## config.mk

```make
export PLATFORM = sky130hd
export DESIGN_NAME = invert_merge_check
export DESIGN_NICKNAME = d
export VERILOG_FILES = /design/src/rtl/axi_fifo_flop.sv /design/src/rtl/invert_merge_check.sv
export SDC_FILE = /design/constraint.sdc
export NUM_CORES = 1
export LEC_CHECK = 0
export ABC_AREA = 1
export BUFFER_PORTS_ARGS = -buffer_cell sky130_fd_sc_hd__buf_2
export CAP_MARGIN = 20
export CELL_PAD_IN_SITES_DETAIL_PLACEMENT = 1
export CELL_PAD_IN_SITES_GLOBAL_PLACEMENT = 1
export CORE_UTILIZATION = 37
export CTS_CLUSTER_DIAMETER = 150
export CTS_CLUSTER_SIZE = 40
export DETAILED_ROUTE_END_ITERATION = 10
export GPL_TIMING_DRIVEN = 0
export PLACE_DENSITY = 0.95
export SLEW_MARGIN = 20
export SYNTH_ARGS = -nofsm -noshare
export SYNTH_HDL_FRONTEND = slang
export SYNTH_SLANG_ARGS = --single-unit
export TNS_END_PERCENT = 50
```

## constraint.sdc

```tcl
create_clock -name clk -period 5.04 [get_ports clk]
set_input_delay 0.504 -clock clk [delete_from_list [all_inputs] [get_ports clk]]
set_output_delay 0.504 -clock clk [all_outputs]
set_load 0.02 [all_outputs]
```

## src/rtl/axi_fifo_flop.sv

```systemverilog
// Single-register AXI-Stream stage: holds one beat, accepts a new one when empty
// or when the held beat leaves in the same cycle.
module axi_fifo_flop #(
  parameter int WIDTH = 32
) (
  input  logic             clk,
  input  logic             reset,
  input  logic             clear,
  input  logic [WIDTH-1:0] i_tdata,
  input  logic             i_tvalid,
  output logic             i_tready,
  output logic [WIDTH-1:0] o_tdata,
  output logic             o_tvalid,
  input  logic             o_tready
);

  logic [WIDTH-1:0] data_p1;
  logic             vld_p1;

  assign i_tready = ~vld_p1 | o_tready;

  // Stage p1: output register
  always_ff @(posedge clk) begin
    if (reset || clear) begin
      vld_p1  <= 1'b0;
      data_p1 <= '0;
    end else if (i_tready) begin
      vld_p1 <= i_tvalid;
      if (i_tvalid) data_p1 <= i_tdata;
    end
  end

  assign o_tdata  = data_p1;
  assign o_tvalid = vld_p1;

endmodule

```

## src/rtl/invert_merge_check.sv

```systemverilog
// Joins a pass-through stream and its bitwise-inverted twin, checks B == ~A beat by
// beat with matching framing, forwards A and keeps saturating error/packet counters.
module invert_merge_check #(
  parameter int WIDTH = 32,
  parameter int CNT_W = 16
) (
  input  logic             clk,
  input  logic             reset,
  input  logic             clear,
  input  logic [WIDTH-1:0] a_tdata,
  input  logic             a_tlast,
  input  logic             a_tvalid,
  output logic             a_tready,
  input  logic [WIDTH-1:0] b_tdata,
  input  logic             b_tlast,
  input  logic             b_tvalid,
  output logic             b_tready,
  output logic [WIDTH-1:0] o_tdata,
  output logic             o_tlast,
  output logic             o_tvalid,
  input  logic             o_tready,
  output logic             o_terr,
  output logic [CNT_W-1:0] data_err_cnt,
  output logic [CNT_W-1:0] frame_err_cnt,
  output logic [CNT_W-1:0] pkt_cnt
);

  localparam logic [1:0] ST_RUN     = 2'd0;
  localparam logic [1:0] ST_DRAIN_A = 2'd1;
  localparam logic [1:0] ST_DRAIN_B = 2'd2;

  logic [1:0]       state;
  logic             out_can_accept;
  logic             join_vld_p0;
  logic             mismatch_p0;
  logic             last_p0;
  logic [WIDTH+1:0] join_data_p0;
  logic [WIDTH+1:0] out_data_p1;

  function automatic logic [CNT_W-1:0] sat_inc(input logic [CNT_W-1:0] c);
    return (&c) ? c : c + 1'b1;
  endfunction

  // Stage p0: join A and B; in RUN a beat moves only when both sides and the output are ready
  always_comb begin
    a_tready    = 1'b0;
    b_tready    = 1'b0;
    join_vld_p0 = 1'b0;
    case (state)
      ST_RUN: begin
        join_vld_p0 = a_tvalid & b_tvalid & out_can_accept;
        a_tready    = join_vld_p0;
        b_tready    = join_vld_p0;
      end
      ST_DRAIN_A: a_tready = 1'b1;
      ST_DRAIN_B: b_tready = 1'b1;
      default: ;
    endcase
  end

  assign mismatch_p0  = (a_tdata != ~b_tdata);
  assign last_p0      = a_tlast | b_tlast;
  assign join_data_p0 = {mismatch_p0, last_p0, a_tdata};

  always_ff @(posedge clk) begin
    if (reset || clear) begin
      state         <= ST_RUN;
      data_err_cnt  <= '0;
      frame_err_cnt <= '0;
      pkt_cnt       <= '0;
    end else begin
      case (state)
        ST_RUN: begin
          if (join_vld_p0) begin
            if (mismatch_p0) data_err_cnt <= sat_inc(data_err_cnt);
            if (last_p0)     pkt_cnt      <= sat_inc(pkt_cnt);
            // The shorter side closed the packet; discard the longer side's remainder
            if (a_tlast != b_tlast) begin
              frame_err_cnt <= sat_inc(frame_err_cnt);
              state         <= a_tlast ? ST_DRAIN_B : ST_DRAIN_A;
            end
          end
        end
        ST_DRAIN_A: if (a_tvalid && a_tlast) state <= ST_RUN;
        ST_DRAIN_B: if (b_tvalid && b_tlast) state <= ST_RUN;
        default: state <= ST_RUN;
      endcase
    end
  end

  // Stage p1: single output register
  axi_fifo_flop #(
    .WIDTH(WIDTH + 2)
  ) u_out (
    .clk      (clk),
    .reset    (reset),
    .clear    (clear),
    .i_tdata  (join_data_p0),
    .i_tvalid (join_vld_p0),
    .i_tready (out_can_accept),
    .o_tdata  (out_data_p1),
    .o_tvalid (o_tvalid),
    .o_tready (o_tready)
  );

  assign {o_terr, o_tlast, o_tdata} = out_data_p1;

endmodule

```

==> summary.md <==
| Metric | Value |
|---|---|
| Top-area cell type share of the netlist area | `37.1%` |
| Number of antenna diodes | `0` |
| Total of fill cells in the finished design | `1,708` |
| Number of sinks on the clock net | `85` |
| Commonest cells after routing, fill and taps aside | `sky130_fd_sc_hd__nand2_1 (232), sky130_fd_sc_hd__buf_2 (159), sky130_fd_sc_hd__nor2_1 (119), sky130_fd_sc_hd__dfxtp_1 (85), sky130_fd_sc_hd__inv_1 (80)` |
| Cts-stage hold buffer count | `0` |
| Post-cts repair resize count | `0` |
| IO Port Bufs | `156` |
| First-pass GRT wire length | `25,100 µm` |
| Antenna violations before repair | `0` |
| Worst-path maximum fanout | `10` |
| Number of cells on the worst reg-to-reg path | `11` |
| Via count | `5,196` |
| Clk buf depth | `2` |
| Endpoint class of the critical path | `output pin` |
| Number of placed I/O pins | `157` |
| Yosys warnings | `0` |
| Initial core utilization | `38.0%` |
| Multiplexer area fraction after synthesis | `0%` |
| Final GP Congestion | `0.864` |
| Post-Synthesis Cells | `733` |
| Count of flip-flops with a built-in enable after synthesis | `0` |
| Simple-gate portion of the synthesized area | `37.0%` |
| Level count of the clock H-tree | `3` |
| Result of the run | `finished, final reports clean` |
| Req. time, crit path | `4.54 ns` |
| Post-route ant nets | `0` |
| Post-placement setup slack | `2.20 ns` |
| Detail-routed net length per standard cell | `13.9 µm` |
| Fraction of the mapped netlist area in compound gates | `9.76%` |
| Number of setup violations in the final report | `0` |
| CP most frequent cell | `sky130_fd_sc_hd__nor2_1` |
| DR vias/cell | `4.84` |
| Distinct cell type count after synthesis | `32` |
| Later-pin clock latency in the skew report | `0.34 ns` |
| CTS clock-pin slew for the worst setup and hold paths | `0.06 ns` |
| Pre-antenna DRT Iters | `4` |
| Final-layout setup total negative slack | `0 ns` |
| Launch point of the worst reg-to-reg path | `data_err_cnt[0]$_SDFFE_PP0P_` |
| Post-synthesis register bit count | `85` |
| List of cells traversed by the critical path | `inv_1 > nor2_1 > nor2_1 > nand2_1 > clkbuf_1 > buf_1 > o21ai_0 > buf_2` |
| Core Rows | `40` |
| Iter 0 DRT Violations | `157` |
| Hold Fails Final Rpt | `0` |
| Cell taking the most area after synthesis | `sky130_fd_sc_hd__dfxtp_1` |
| CTS tree | `built` |
| Total congestion overflow | `0` |
| Combinational family with the most area after synthesis | `simple AND/OR/NAND/NOR gates` |
| Area of the placeable core | `12,100 µm²` |
| Most instantiated flip-flop cell in the synthesis netlist | `sky130_fd_sc_hd__dfxtp_1` |
| Min setup slack post-route | `2.20 ns` |
| Fraction of the yosys area taken by sequential cells | `37.1%` |
| Post-Route M1 WL | `6250 µm` |
| Post-synthesis async set-or-reset flop share | `0%` |
| Post-synth design cell area | `4590 µm²` |
| Worst slew margin | `58.8%` |
| Width of the chip | `113 µm` |
| Post-synthesis average cell area | `6.26 µm²` |
| Overall Global Routing Usage | `24.6%` |
| Ratio of total power to cell area | `259 nW/µm²` |
| Cell type of the slowest stage on the worst timing path | `sky130_fd_sc_hd__buf_1` |
| Delay contributed by the slowest stage of the critical path | `0.44 ns` |
| Wire length on met2 | `7620 µm` |
| Worst-case vdd ir drop | `0.000121 V` |
| Buffers inserted by post-CTS timing repair | `0` |
| Vias in the first global route | `5,288` |
| Synth Area in XOR/XNOR | `4.96%` |
| Final min period | `2.84 ns` |
| Cell types occupying the most area after synthesis | `sky130_fd_sc_hd__dfxtp_1 (37%), sky130_fd_sc_hd__nand2_1 (19%), sky130_fd_sc_hd__nor2_1 (9.7%), sky130_fd_sc_hd__inv_1 (6.5%), sky130_fd_sc_hd__a21oi_1 (6.3%)` |
| Commonest non-fill, non-tap cell in the layout | `sky130_fd_sc_hd__nand2_1` |
| CTS root buf | `sky130_fd_sc_hd__clkbuf_16` |
| Worst reg2reg setup slack | `2.96 ns` |
| Pleak | `2.84 nW` |
| Largest net degree at the start of global routing | `13` |
| Number of clock buffers inserted by TritonCTS | `9` |
| Detail Placement HPWL | `11,800 µm` |
| Worst Setup Path Type | `reg2out` |
| Fin Clk Skew | `0.00944 ns` |
| Maximum clock frequency | `352 MHz` |
| Number of maximum-capacitance constraint violations | `0` |
| Type of the tightest min-delay check | `in2reg` |
| Met3 wire len | `838 µm` |
| Kind of launch point of the worst setup path | `flop` |
| Least-Margin Pin Slew | `0.618 ns` |
| Ratio of cells with drive above 1 in the final layout | `22.3%` |
| Launch point of the critical path | `u_out.o_tvalid$_SDFFE_PP0N_` |
| Total count of max-transition violations in the final report | `0` |
| Fin crit share | `56.4%` |
| RSZ-0062 raised after global routing | `false` |
| Nets in the synthesized netlist | `809` |
| Critical Path Sink | `b_tready` |
| Synthesized-area fraction occupied by adder cells | `1.09%` |
| Drc violations | `0` |
| Vertical die dimension | `113 µm` |
| CP arrival | `2.34 ns` |
| Total wire length | `14,900 µm` |
| Count of nets after finishing | `976` |
| Worst R2R End | `data_err_cnt[0]$_SDFFE_PP0P_` |
| Area of the die | `12,800 µm²` |
| Highest routing layer actually used | `met4` |
| Signed area change from the synthesized netlist to the final layout | `27.5%` |
## cells in the mapped netlist, types with 2 or more instances
cell                       number
sky130_fd_sc_hd__dfxtp_1       85
sky130_fd_sc_hd__a21oi_1       58
sky130_fd_sc_hd__nor2_4         3
sky130_fd_sc_hd__buf_2          3
sky130_fd_sc_hd__o21ai_1       14
sky130_fd_sc_hd__nor2_1       119
sky130_fd_sc_hd__nand4_1       11
sky130_fd_sc_hd__o21ai_0        9
sky130_fd_sc_hd__nand2_2        4
sky130_fd_sc_hd__nor2_2         3
sky130_fd_sc_hd__ha_1           4
sky130_fd_sc_hd__nand3_1       22
sky130_fd_sc_hd__clkinv_1       5
sky130_fd_sc_hd__nor3_1        13
sky130_fd_sc_hd__and3_1         2
sky130_fd_sc_hd__xor2_1        24
sky130_fd_sc_hd__buf_1          3
sky130_fd_sc_hd__nand2_1      232
sky130_fd_sc_hd__xnor2_1        2
sky130_fd_sc_hd__inv_2         13
sky130_fd_sc_hd__a21oi_2        2
sky130_fd_sc_hd__clkbuf_1      12
sky130_fd_sc_hd__inv_1         80
sky130_fd_sc_hd__buf_4          2
## sequential cells by signal (all words and copies together) (netlist names)
register / count
u_out.o_tdata: 34
data_err_cnt: 16
frame_err_cnt: 16
pkt_cnt: 16
state: 2
u_out.o_tvalid: 1
## worst max-delay path: cells and delay by family, from the launching register on
kind	cells	cell delay (ns)
buffers and inverters	4	1.11
AO/OA/AOI/OAI	1	0.16
flip-flops	1	0.33
AND/OR/NAND/NOR	3	0.40
## power breakdown
group	internal (mW)	leakage, nW	switching [mW]	total [mW]
Combinational	0.0673	2.02	0.125	0.192
Sequential	0.684	0.688	0.0104	0.695
Clock	0.361	0.134	0.266	0.627
Total	1.11	2.84	0.401	1.51
## layer usage
layer	vias up	global-route usage, %
met3	16	5.95
met4	0	8.25
li1	2597	-
met1	2469	27.4
met5	-	0
met2	114	45.7
## cell type report
type | count | area (µm²) | area share (%)
flip-flops and latches | 85 | 1700 | 29.1
clock inverters | 1 | 5.00 | 0.0855
plain buffers | 21 | 97.6 | 1.67
inverters | 98 | 368 | 6.29
well taps | 168 | 210 | 3.59
repair buffers | 156 | 781 | 13.3
clock buffers | 15 | 268 | 4.58
multi-input cells | 529 | 2420 | 41.4
## worst min-delay path by stage
stage | startpoint | endpoint | slack, ns | cells past startpoint
CTS | a_tvalid | state[0]$_SDFFE_PP0P_ | 0.36 | 2
global route | a_tvalid | state[0]$_SDFFE_PP0P_ | 0.36 | 2
finish | a_tvalid | state[0]$_SDFFE_PP0P_ | 0.37 | 2
detailed placement | u_out.o_tdata[9]$_SDFFE_PP0P_ | u_out.o_tdata[9]$_SDFFE_PP0P_ | 0.46 | 2
floorplan | state[0]$_SDFFE_PP0P_ | state[0]$_SDFFE_PP0P_ | 0.50 | 2
global placement | u_out.o_tdata[24]$_SDFFE_PP0P_ | u_out.o_tdata[24]$_SDFFE_PP0P_ | 0.45 | 2
## logic make-up after synthesis
kind of cell,Yosys count
compound gates,86
xor+xnor,26
fa+ha+maj,4
buf+inv,119
flops,85
simple gates,413
## metrics by stage
| step | cells | power [mW] | util (%) | hold WS [ns] | instance area, µm² |
|---|---|---|---|---|---|
| after floorplan | 733 | 0.817 | - | 0.504 | 4590 |
| after global placement | 1057 | 0.895 | 46.3 | 0.448 | 5580 |
| after detailed placement | 1057 | 0.903 | 46.3 | 0.456 | 5580 |
| after CTS | 1073 | 1.53 | 48.5 | 0.360 | 5850 |
| after global routing | 1073 | 1.58 | 48.5 | 0.362 | 5850 |
| final | 1073 | 1.51 | 48.5 | 0.375 | 5850 |
No activity file was read; power rests on OpenSTA's default activity.
